<file path="config.mk">
export PLATFORM = sky130hd
export DESIGN_NAME = dmem_arbiter
export DESIGN_NICKNAME = d
export VERILOG_FILES = /design/src/rtl/dmem_arb_pkg.sv /design/src/rtl/dmem_byte_merge.sv /design/src/rtl/dmem_arbiter.sv
export SDC_FILE = /design/constraint.sdc
export NUM_CORES = 1
export LEC_CHECK = 0
export ABC_AREA = 1
export CAP_MARGIN = 20
export CORE_AREA = 10 10 140 142
export DETAILED_ROUTE_END_ITERATION = 8
export DIE_AREA = 0 0 150 152
export PLACE_DENSITY_LB_ADDON = 0.05
export SLEW_MARGIN = 20
export SYNTH_ARGS = -nofsm -noshare
export SYNTH_HDL_FRONTEND = slang
export SYNTH_SLANG_ARGS = --single-unit
</file>
<file path="constraint.sdc">
create_clock -name clk -period 2.2 [get_ports clk]
set_clock_uncertainty 0.1 [all_clocks]
set_input_delay 0.44 -clock clk [delete_from_list [all_inputs] [get_ports clk]]
set_output_delay 0.44 -clock clk [all_outputs]
set_load 0.02 [all_outputs]
</file>
<file path="src/rtl/dmem_arb_pkg.sv">
// rtl/dmem_arb_pkg.sv - shared types, constants and lane-merge helper for dmem_arbiter
//
// Contents:
//   state_t     arbiter sequencing states
//   owner_t     which requester holds the in-flight transaction
//   BE_FULL     all-ones byte-enable pattern; slice to the real BE width
//   byte_merge  one byte lane of a read-modify-write merge
package dmem_arb_pkg;

    typedef enum logic [2:0] {
        S_IDLE   = 3'd0,
        S_RD     = 3'd1,
        S_RMW_RD = 3'd2,
        S_WR     = 3'd3,
        S_DONE   = 3'd4
    } state_t;

    typedef enum logic {
        OWN_P0 = 1'b0,
        OWN_P1 = 1'b1
    } owner_t;

    // Wide enough for any sensible DATA_W; users take the low BE_W bits.
    localparam logic [63:0] BE_FULL = '1;

    function automatic logic [7:0] byte_merge(
        input logic [7:0] old_byte,
        input logic [7:0] new_byte,
        input logic       be
    );
        return be ? new_byte : old_byte;
    endfunction

endpackage

</file>
<file path="src/rtl/dmem_byte_merge.sv">
// rtl/dmem_byte_merge.sv - combinational per-lane merge of store data into an old RAM word
//
// Ports:
//   old_word     in   DATA_W    word captured from RAM
//   new_word     in   DATA_W    store data, lanes aligned to the word
//   be           in   DATA_W/8  byte enables, 1 = take the new_word lane
//   merged_word  out  DATA_W    word to be written back
module dmem_byte_merge
    import dmem_arb_pkg::*;
#(
    parameter int DATA_W = 32
) (
    input  logic [DATA_W-1:0]   old_word,
    input  logic [DATA_W-1:0]   new_word,
    input  logic [DATA_W/8-1:0] be,
    output logic [DATA_W-1:0]   merged_word
);

    for (genvar i = 0; i < DATA_W / 8; i++) begin : g_lane
        assign merged_word[8*i +: 8] = byte_merge(old_word[8*i +: 8], new_word[8*i +: 8], be[i]);
    end

endmodule

</file>
<file path="src/rtl/dmem_arbiter.sv">
// rtl/dmem_arbiter.sv - two-port arbiter and access sequencer for a word-wide data RAM
//
// Arbitrates P0 (core LSU) and P1 (loader/debug) onto one RAM with combinational read
// and posedge write, running one transaction at a time. Sub-word stores become a
// read-modify-write since the RAM has no byte enables.
//
// Ports:
//   clk, rst                      clock, asynchronous active-low reset
//   pN_req/we/addr/wdata/be       requester N command, held stable until pN_gnt
//   pN_gnt                        one-cycle completion pulse
//   pN_rdata                      read data, valid while pN_gnt is high (0 for writes)
//   mem_we/mem_a/mem_wd           RAM write enable, word address, write data
//   mem_rd                        RAM read data (combinational from mem_a)
//
// Build option: DMEM_ARB_RR_EN selects round-robin on simultaneous requests;
// without it P0 has fixed priority.
module dmem_arbiter
    import dmem_arb_pkg::*;
#(
    parameter int ADDR_W = 32,
    parameter int DATA_W = 32
) (
    input  logic                clk,
    input  logic                rst,
    input  logic                p0_req,
    input  logic                p0_we,
    input  logic [ADDR_W-1:0]   p0_addr,
    input  logic [DATA_W-1:0]   p0_wdata,
    input  logic [DATA_W/8-1:0] p0_be,
    output logic                p0_gnt,
    output logic [DATA_W-1:0]   p0_rdata,
    input  logic                p1_req,
    input  logic                p1_we,
    input  logic [ADDR_W-1:0]   p1_addr,
    input  logic [DATA_W-1:0]   p1_wdata,
    input  logic [DATA_W/8-1:0] p1_be,
    output logic                p1_gnt,
    output logic [DATA_W-1:0]   p1_rdata,
    output logic                mem_we,
    output logic [ADDR_W-1:0]   mem_a,
    output logic [DATA_W-1:0]   mem_wd,
    input  logic [DATA_W-1:0]   mem_rd
);

    localparam int BE_W = DATA_W / 8;

    state_t              state, state_nxt;
    owner_t              owner, win;
    logic                lat_we;
    logic [ADDR_W-3:0]   lat_word;
    logic [DATA_W-1:0]   lat_wdata;
    logic [BE_W-1:0]     lat_be;
    logic [DATA_W-1:0]   rdata_q;
    logic [DATA_W-1:0]   merge_q;
    logic [DATA_W-1:0]   merged;

    logic                any_req;
    logic                win_we;
    logic [ADDR_W-3:0]   win_word;
    logic [DATA_W-1:0]   win_wdata;
    logic [BE_W-1:0]     win_be;
    logic [ADDR_W-1:0]   word_addr;

    // Byte offset bits are ignored: all RAM accesses are whole words.
    logic unused_addr_bits;
    assign unused_addr_bits = ^{p0_addr[1:0], p1_addr[1:0]};

    assign any_req   = p0_req | p1_req;
    assign word_addr = {lat_word, 2'b00};

`ifdef DMEM_ARB_RR_EN
    owner_t last_owner;

    always_comb begin
        win = OWN_P0;
        if (p0_req && p1_req) begin
            win = (last_owner == OWN_P0) ? OWN_P1 : OWN_P0;
        end else if (p1_req) begin
            win = OWN_P1;
        end
    end

    // Reset to P1 so that the first contest after reset goes to P0.
    always_ff @(posedge clk or negedge rst) begin
        if (!rst) begin
            last_owner <= OWN_P1;
        end else if (state == S_IDLE && any_req) begin
            last_owner <= win;
        end
    end
`else
    always_comb begin
        win = OWN_P0;
        if (!p0_req && p1_req) begin
            win = OWN_P1;
        end
    end
`endif

    always_comb begin
        if (win == OWN_P1) begin
            win_we    = p1_we;
            win_word  = p1_addr[ADDR_W-1:2];
            win_wdata = p1_wdata;
            win_be    = p1_be;
        end else begin
            win_we    = p0_we;
            win_word  = p0_addr[ADDR_W-1:2];
            win_wdata = p0_wdata;
            win_be    = p0_be;
        end
    end

    // For full-word writes merge_q is stale, but every lane takes lat_wdata.
    dmem_byte_merge #(
        .DATA_W (DATA_W)
    ) u_merge (
        .old_word    (merge_q),
        .new_word    (lat_wdata),
        .be          (lat_be),
        .merged_word (merged)
    );

    always_ff @(posedge clk or negedge rst) begin
        if (!rst) begin
            state     <= S_IDLE;
            owner     <= OWN_P0;
            lat_we    <= 1'b0;
            lat_word  <= '0;
            lat_wdata <= '0;
            lat_be    <= '0;
            rdata_q   <= '0;
            merge_q   <= '0;
        end else begin
            state <= state_nxt;
            if (state == S_IDLE && any_req) begin
                owner     <= win;
                lat_we    <= win_we;
                lat_word  <= win_word;
                lat_wdata <= win_wdata;
                lat_be    <= win_be;
            end
            if (state == S_RD) begin
                rdata_q <= mem_rd;
            end
            if (state == S_RMW_RD) begin
                merge_q <= mem_rd;
            end
        end
    end

    always_comb begin
        state_nxt = state;
        p0_gnt    = 1'b0;
        p1_gnt    = 1'b0;
        p0_rdata  = '0;
        p1_rdata  = '0;
        mem_we    = 1'b0;
        mem_a     = '0;
        mem_wd    = '0;
        case (state)
            S_IDLE: begin
                if (any_req) begin
                    if (!win_we) begin
                        state_nxt = S_RD;
                    end else if (win_be == '0) begin
                        state_nxt = S_DONE;
                    end else if (win_be == BE_FULL[BE_W-1:0]) begin
                        state_nxt = S_WR;
                    end else begin
                        state_nxt = S_RMW_RD;
                    end
                end
            end
            S_RD: begin
                mem_a     = word_addr;
                state_nxt = S_DONE;
            end
            S_RMW_RD: begin
                mem_a     = word_addr;
                state_nxt = S_WR;
            end
            S_WR: begin
                mem_a     = word_addr;
                mem_we    = 1'b1;
                mem_wd    = merged;
                state_nxt = S_DONE;
            end
            S_DONE: begin
                if (owner == OWN_P1) begin
                    p1_gnt   = 1'b1;
                    p1_rdata = lat_we ? '0 : rdata_q;
                end else begin
                    p0_gnt   = 1'b1;
                    p0_rdata = lat_we ? '0 : rdata_q;
                end
                state_nxt = S_IDLE;
            end
            default: state_nxt = S_IDLE;
        endcase
    end

endmodule
</file>
==> impl_metrics.sql <==
INSERT INTO impl_metrics (metric_group, metric, value, unit) VALUES
('worst_setup_path', 'worst-r2r-setup-slack', '0.40', 'ns'),
('placed_design', 'globalplace.congestion', '0.790', ''),
('worst_setup_path', 'reg2reg_to', 'merge_q[9]', ''),
('logic_synthesis', 'yosysUniqueCellTypes', '31', ''),
('timing', 'final_min_period_over_clock_period', '1.07', ''),
('logic_synthesis', 'yosys_warnings', '0', ''),
('logic_synthesis', 'synth_compound_gate_area_share', '0.193', ''),
('floorplanning', 'dieWidth', '150', 'um'),
('finish', 'sequential_cell_area', '3380', 'sq um'),
('routing', 'detail_route.vias_per_cell', '4.77', ''),
('timing', 'worst_slack', '-0.155', 'ns'),
('placed_design', 'placed_wire_length_estimate_after_detailed_placement', '17900', 'um'),
('clock_network', 'cts_max_level', '4', ''),
('finish', 'area_growth', '65.2', '%'),
('worst_setup_path', 'register_to_register_path_depth', '6', ''),
('finish', 'multi_input_comb_area', '3510', 'sq um'),
('global_route', 'grt_util_overall', '0.205', ''),
('outcome', 'violations', 'negative setup slack', ''),
('min_path', 'hold_path.startpoint', 'rdata_q[18]', ''),
('worst_setup_path', 'timing.rr.start', 'state[0]', ''),
('clock_network', 'cts.clk_slew.worst_paths', '0.06', 'ns'),
('global_route', 'overflow', '0', ''),
('timing', 'fmax', '0.425', 'GHz'),
('global_route', 'grt_pass1_wl', '37500', 'um'),
('routing', 'postRouteWirelength', '25400', 'um'),
('clock_network', 'cts_tree', 'built', ''),
('timing', 'setup_tns', '-9.36', 'ns'),
('routing', 'vias', '7125', ''),
('outcome', 'run_status', 'complete, but fails checks', ''),
('timing', 'rsz0062_at_grt', 'true', ''),
('routing', 'drtPass1Iterations', '4', ''),
('worst_setup_path', 'cp_data_required_time', '1.66', 'ns'),
('pwr', 'power_per_cell_area', '1230', 'nW/um^2'),
('floorplanning', 'die_height', '152', 'um'),
('logic_synthesis', 'ys_ff_latch', '135', ''),
('min_path', 'whs_endpoint', 'rdata_q[18]', ''),
('worst_setup_path', 'worstPathCellList', 'nor2_4 > inv_1 > nor2_2 > inv_2 > nor2_2 > inv_2 > buf_12 > nor2_1 > buf_4', ''),
('pwr', 'vdd.ir_drop.worst', '0.000743', 'V'),
('logic_synthesis', 'synthesized_cell_area', '7320', 'sq um'),
('logic_synthesis', 'postSynthCellCount', '942', ''),
('timing', 'finalSetupViolations', '118', ''),
('worst_setup_path', 'crit_path_max_fanout', '32', ''),
('logic_synthesis', 'syn_area_per_cell', '7.77', 'sq um'),
('finish', 'drive_above_1_share', '0.305', ''),
('worst_setup_path', 'critical_path_class', 'reg -> out', ''),
('logic_synthesis', 'post_synthesis_share_of_cell_area_spent_on_xor_and_xnor_gates', '0', ''),
('global_route', 'vias_in_the_first_global_route', '6896', ''),
('run', 'drv_cap', '0', ''),
('worst_setup_path', 'crit_path_top_delay_cell', 'sky130_fd_sc_hd__dfrtp_1', ''),
('logic_synthesis', 'adder_cell_share_of_the_synthesized_area', '0', ''),
('routing', 'drt_drc_violations_left', '0', ''),
('timing', 'final_max_slew_viol_count', '0', ''),
('clock_network', 'worstSkewPairLatency', '0.41', 'ns'),
('floorplanning', 'io_pins', '305', ''),
('worst_setup_path', 'worst_setup_sp_type', 'flip-flop', ''),
('logic_synthesis', 'synth_top_family_by_area', 'simple AND/OR/NAND/NOR gates', ''),
('logic_synthesis', 'postSynth.asyncResetShare', '1.00', ''),
('floorplanning', 'dieArea', '22800', 'sq um'),
('routing', 'dr.first_iter.drc_count', '309', ''),
('logic_synthesis', 'seq_area_frac_synth', '0.461', ''),
('worst_setup_path', 'cp_slowest_stage_delay', '0.42', 'ns'),
('worst_setup_path', 'timing.critical_path.max_delay_family', 'buffers and inverters', ''),
('floorplanning', 'start_util', '0.432', ''),
('logic_synthesis', 'post_synth_mux_area_share', '0', ''),
('worst_setup_path', 'critical_path.endpoint_type', 'output port', ''),
('finish', 'filler_cell_count', '1391', ''),
('clock_network', 'number_of_buffers_added_by_the_clock_tree_synthesis_step', '17', ''),
('worst_setup_path', 'timing.critical_path.arrival', '1.81', 'ns'),
('floorplanning', 'std_cell_rows', '48', ''),
('routing', 'final_antenna_net_count', '0', ''),
('global_route', 'grt_max_degree', '67', '');
==> state kept, by name, indices dropped and copies added (netlist names) <==
| register | cells |
|---|---|
| owner | 1 |
| lat_wdata | 32 |
| rdata_q | 32 |
| lat_be | 4 |
| lat_word | 30 |
| state | 3 |
| lat_we | 1 |
| merge_q | 32 |
==> cells by family (layout without fill, tap and decap cells) <==
| kind of cell | after synthesis | count (layout) |
|---|---|---|
| flip-flops | 135 | 135 |
| AO/OA/AOI/OAI | 230 | 230 |
| other | 1 | 4 |
| buffers and inverters | 215 | 538 |
| AND/OR/NAND/NOR | 361 | 361 |
==> power by group <==
part,internal (mW),switching [mW],total [mW]
Combinational,3.18,4.50,7.68
Sequential,3.72,0.515,4.24
Clock,1.79,1.12,2.92
Total,8.70,6.14,14.8
==> through the flow <==
step	total power, mW	cell area, sq um	setup slack, ns	hold WS (ns)	util
2_1_floorplan	8.04	7320	0.157	0.0444	-
6_report	14.8	12100	-0.155	0.384	0.714
5_1_grt	15.9	12100	-0.235	0.404	0.714
3_5_place_dp	10.6	10700	-0.166	0.304	0.632
3_3_place_gp	10.4	10700	-0.119	0.302	0.632
4_1_cts	13.4	11100	-0.111	0.389	0.655
==> layout by cell type (no fill, tap or decap), types with 2 or more instances in the layout <==
| cell type | n |
|---|---|
| sky130_fd_sc_hd__nor2_1 | 43 |
| sky130_fd_sc_hd__nand3_1 | 3 |
| sky130_fd_sc_hd__clkinv_4 | 5 |
| sky130_fd_sc_hd__clkdlybuf4s50_1 | 168 |
| sky130_fd_sc_hd__o21ai_1 | 72 |
| sky130_fd_sc_hd__buf_4 | 75 |
| sky130_fd_sc_hd__clkbuf_16 | 22 |
| sky130_fd_sc_hd__inv_2 | 36 |
| sky130_fd_sc_hd__nand2_4 | 21 |
| sky130_fd_sc_hd__o21ai_0 | 92 |
| sky130_fd_sc_hd__dfrtp_1 | 135 |
| sky130_fd_sc_hd__inv_4 | 3 |
| sky130_fd_sc_hd__clkinvlp_4 | 3 |
| sky130_fd_sc_hd__a21oi_2 | 2 |
| sky130_fd_sc_hd__a21oi_1 | 2 |
| sky130_fd_sc_hd__nor2_4 | 37 |
| sky130_fd_sc_hd__or2_1 | 18 |
| sky130_fd_sc_hd__o211ai_1 | 42 |
| sky130_fd_sc_hd__nand3b_1 | 2 |
| sky130_fd_sc_hd__inv_1 | 114 |
| sky130_fd_sc_hd__buf_6 | 81 |
| sky130_fd_sc_hd__clkinv_2 | 2 |
| sky130_fd_sc_hd__or2_2 | 11 |
| sky130_fd_sc_hd__buf_12 | 20 |
| sky130_fd_sc_hd__bufinv_16 | 3 |
| sky130_fd_sc_hd__nand2_2 | 14 |
| sky130_fd_sc_hd__or2_0 | 33 |
| sky130_fd_sc_hd__nand2_1 | 151 |
| sky130_fd_sc_hd__conb_1 | 2 |
| sky130_fd_sc_hd__o211ai_2 | 20 |
| sky130_fd_sc_hd__diode_2 | 2 |
| sky130_fd_sc_hd__nor2_2 | 24 |
==> worst min-delay path, delay by kind of cell (launching register included) <==
kind / cells / cell delay, ns
simple gates: 1 / 0.05
flops: 1 / 0.34
compound gates: 1 / 0.05
==> area by class of cell <==
cell class | instances | share of cell area
timing repair buffer | 352 | 0.307
multi-input combinational | 593 | 0.290
sequential | 135 | 0.279
inverter | 154 | 0.0495
clock buffer | 18 | 0.0355
tap | 225 | 0.0233
clock inverter | 14 | 0.0147
antenna | 2 | 0.000414
==> cell usage after synthesis (2+ instances only) <==
| cell | n | area, sq um |
|---|---|---|
| sky130_fd_sc_hd__nor2_1 | 100 | 375 |
| sky130_fd_sc_hd__o21ai_0 | 92 | 460 |
| sky130_fd_sc_hd__a21oi_2 | 2 | 17.5 |
| sky130_fd_sc_hd__nor2_2 | 3 | 18.8 |
| sky130_fd_sc_hd__nand2_2 | 8 | 50.1 |
| sky130_fd_sc_hd__clkbuf_1 | 23 | 86.3 |
| sky130_fd_sc_hd__a21oi_1 | 2 | 10.0 |
| sky130_fd_sc_hd__or2_0 | 33 | 206 |
| sky130_fd_sc_hd__inv_2 | 8 | 30.0 |
| sky130_fd_sc_hd__o211ai_2 | 20 | 250 |
| sky130_fd_sc_hd__nand3b_1 | 2 | 15.0 |
| sky130_fd_sc_hd__o211ai_1 | 42 | 315 |
| sky130_fd_sc_hd__inv_1 | 145 | 544 |
| sky130_fd_sc_hd__buf_6 | 8 | 90.1 |
| sky130_fd_sc_hd__buf_2 | 24 | 120 |
| sky130_fd_sc_hd__dfrtp_1 | 135 | 3380 |
| sky130_fd_sc_hd__or2_2 | 11 | 68.8 |
| sky130_fd_sc_hd__or2_1 | 18 | 113 |
| sky130_fd_sc_hd__nand3_1 | 4 | 20.0 |
| sky130_fd_sc_hd__nand2_1 | 177 | 664 |
| sky130_fd_sc_hd__o21ai_1 | 72 | 360 |
| sky130_fd_sc_hd__buf_4 | 4 | 30.0 |
==> what timing repair did <==
action	4_1_cts	5_1_grt
hold buffers	1	0
resized for setup	645	259
endpoints found under the hold margin	44	0
setup buffers	2	7
cloned	1	7
pin swaps	1	3
endpoints found under the setup margin	129	127
==> layer usage <==
metal	part of all wire	global-route usage
met2	0.51	0.346
met4	0.0096	0.0458
met1	0.41	0.247
met5	0	0
met3	0.074	0.0704
==> worst max path at each step <==
stage               cells past startpoint     start           end  slack (ns)
global route                            9  state[0]  p1_rdata[16]       -0.24
CTS                                     9  state[1]   p1_rdata[6]       -0.11
finish                                  9  state[0]   p0_rdata[6]       -0.15
floorplan                               8  state[0]  p0_rdata[10]        0.16
detailed placement                      9  state[1]  p1_rdata[20]       -0.17
global placement                        7  state[0]    mem_wd[31]       -0.12
Power figures use the tool's default switching activity.
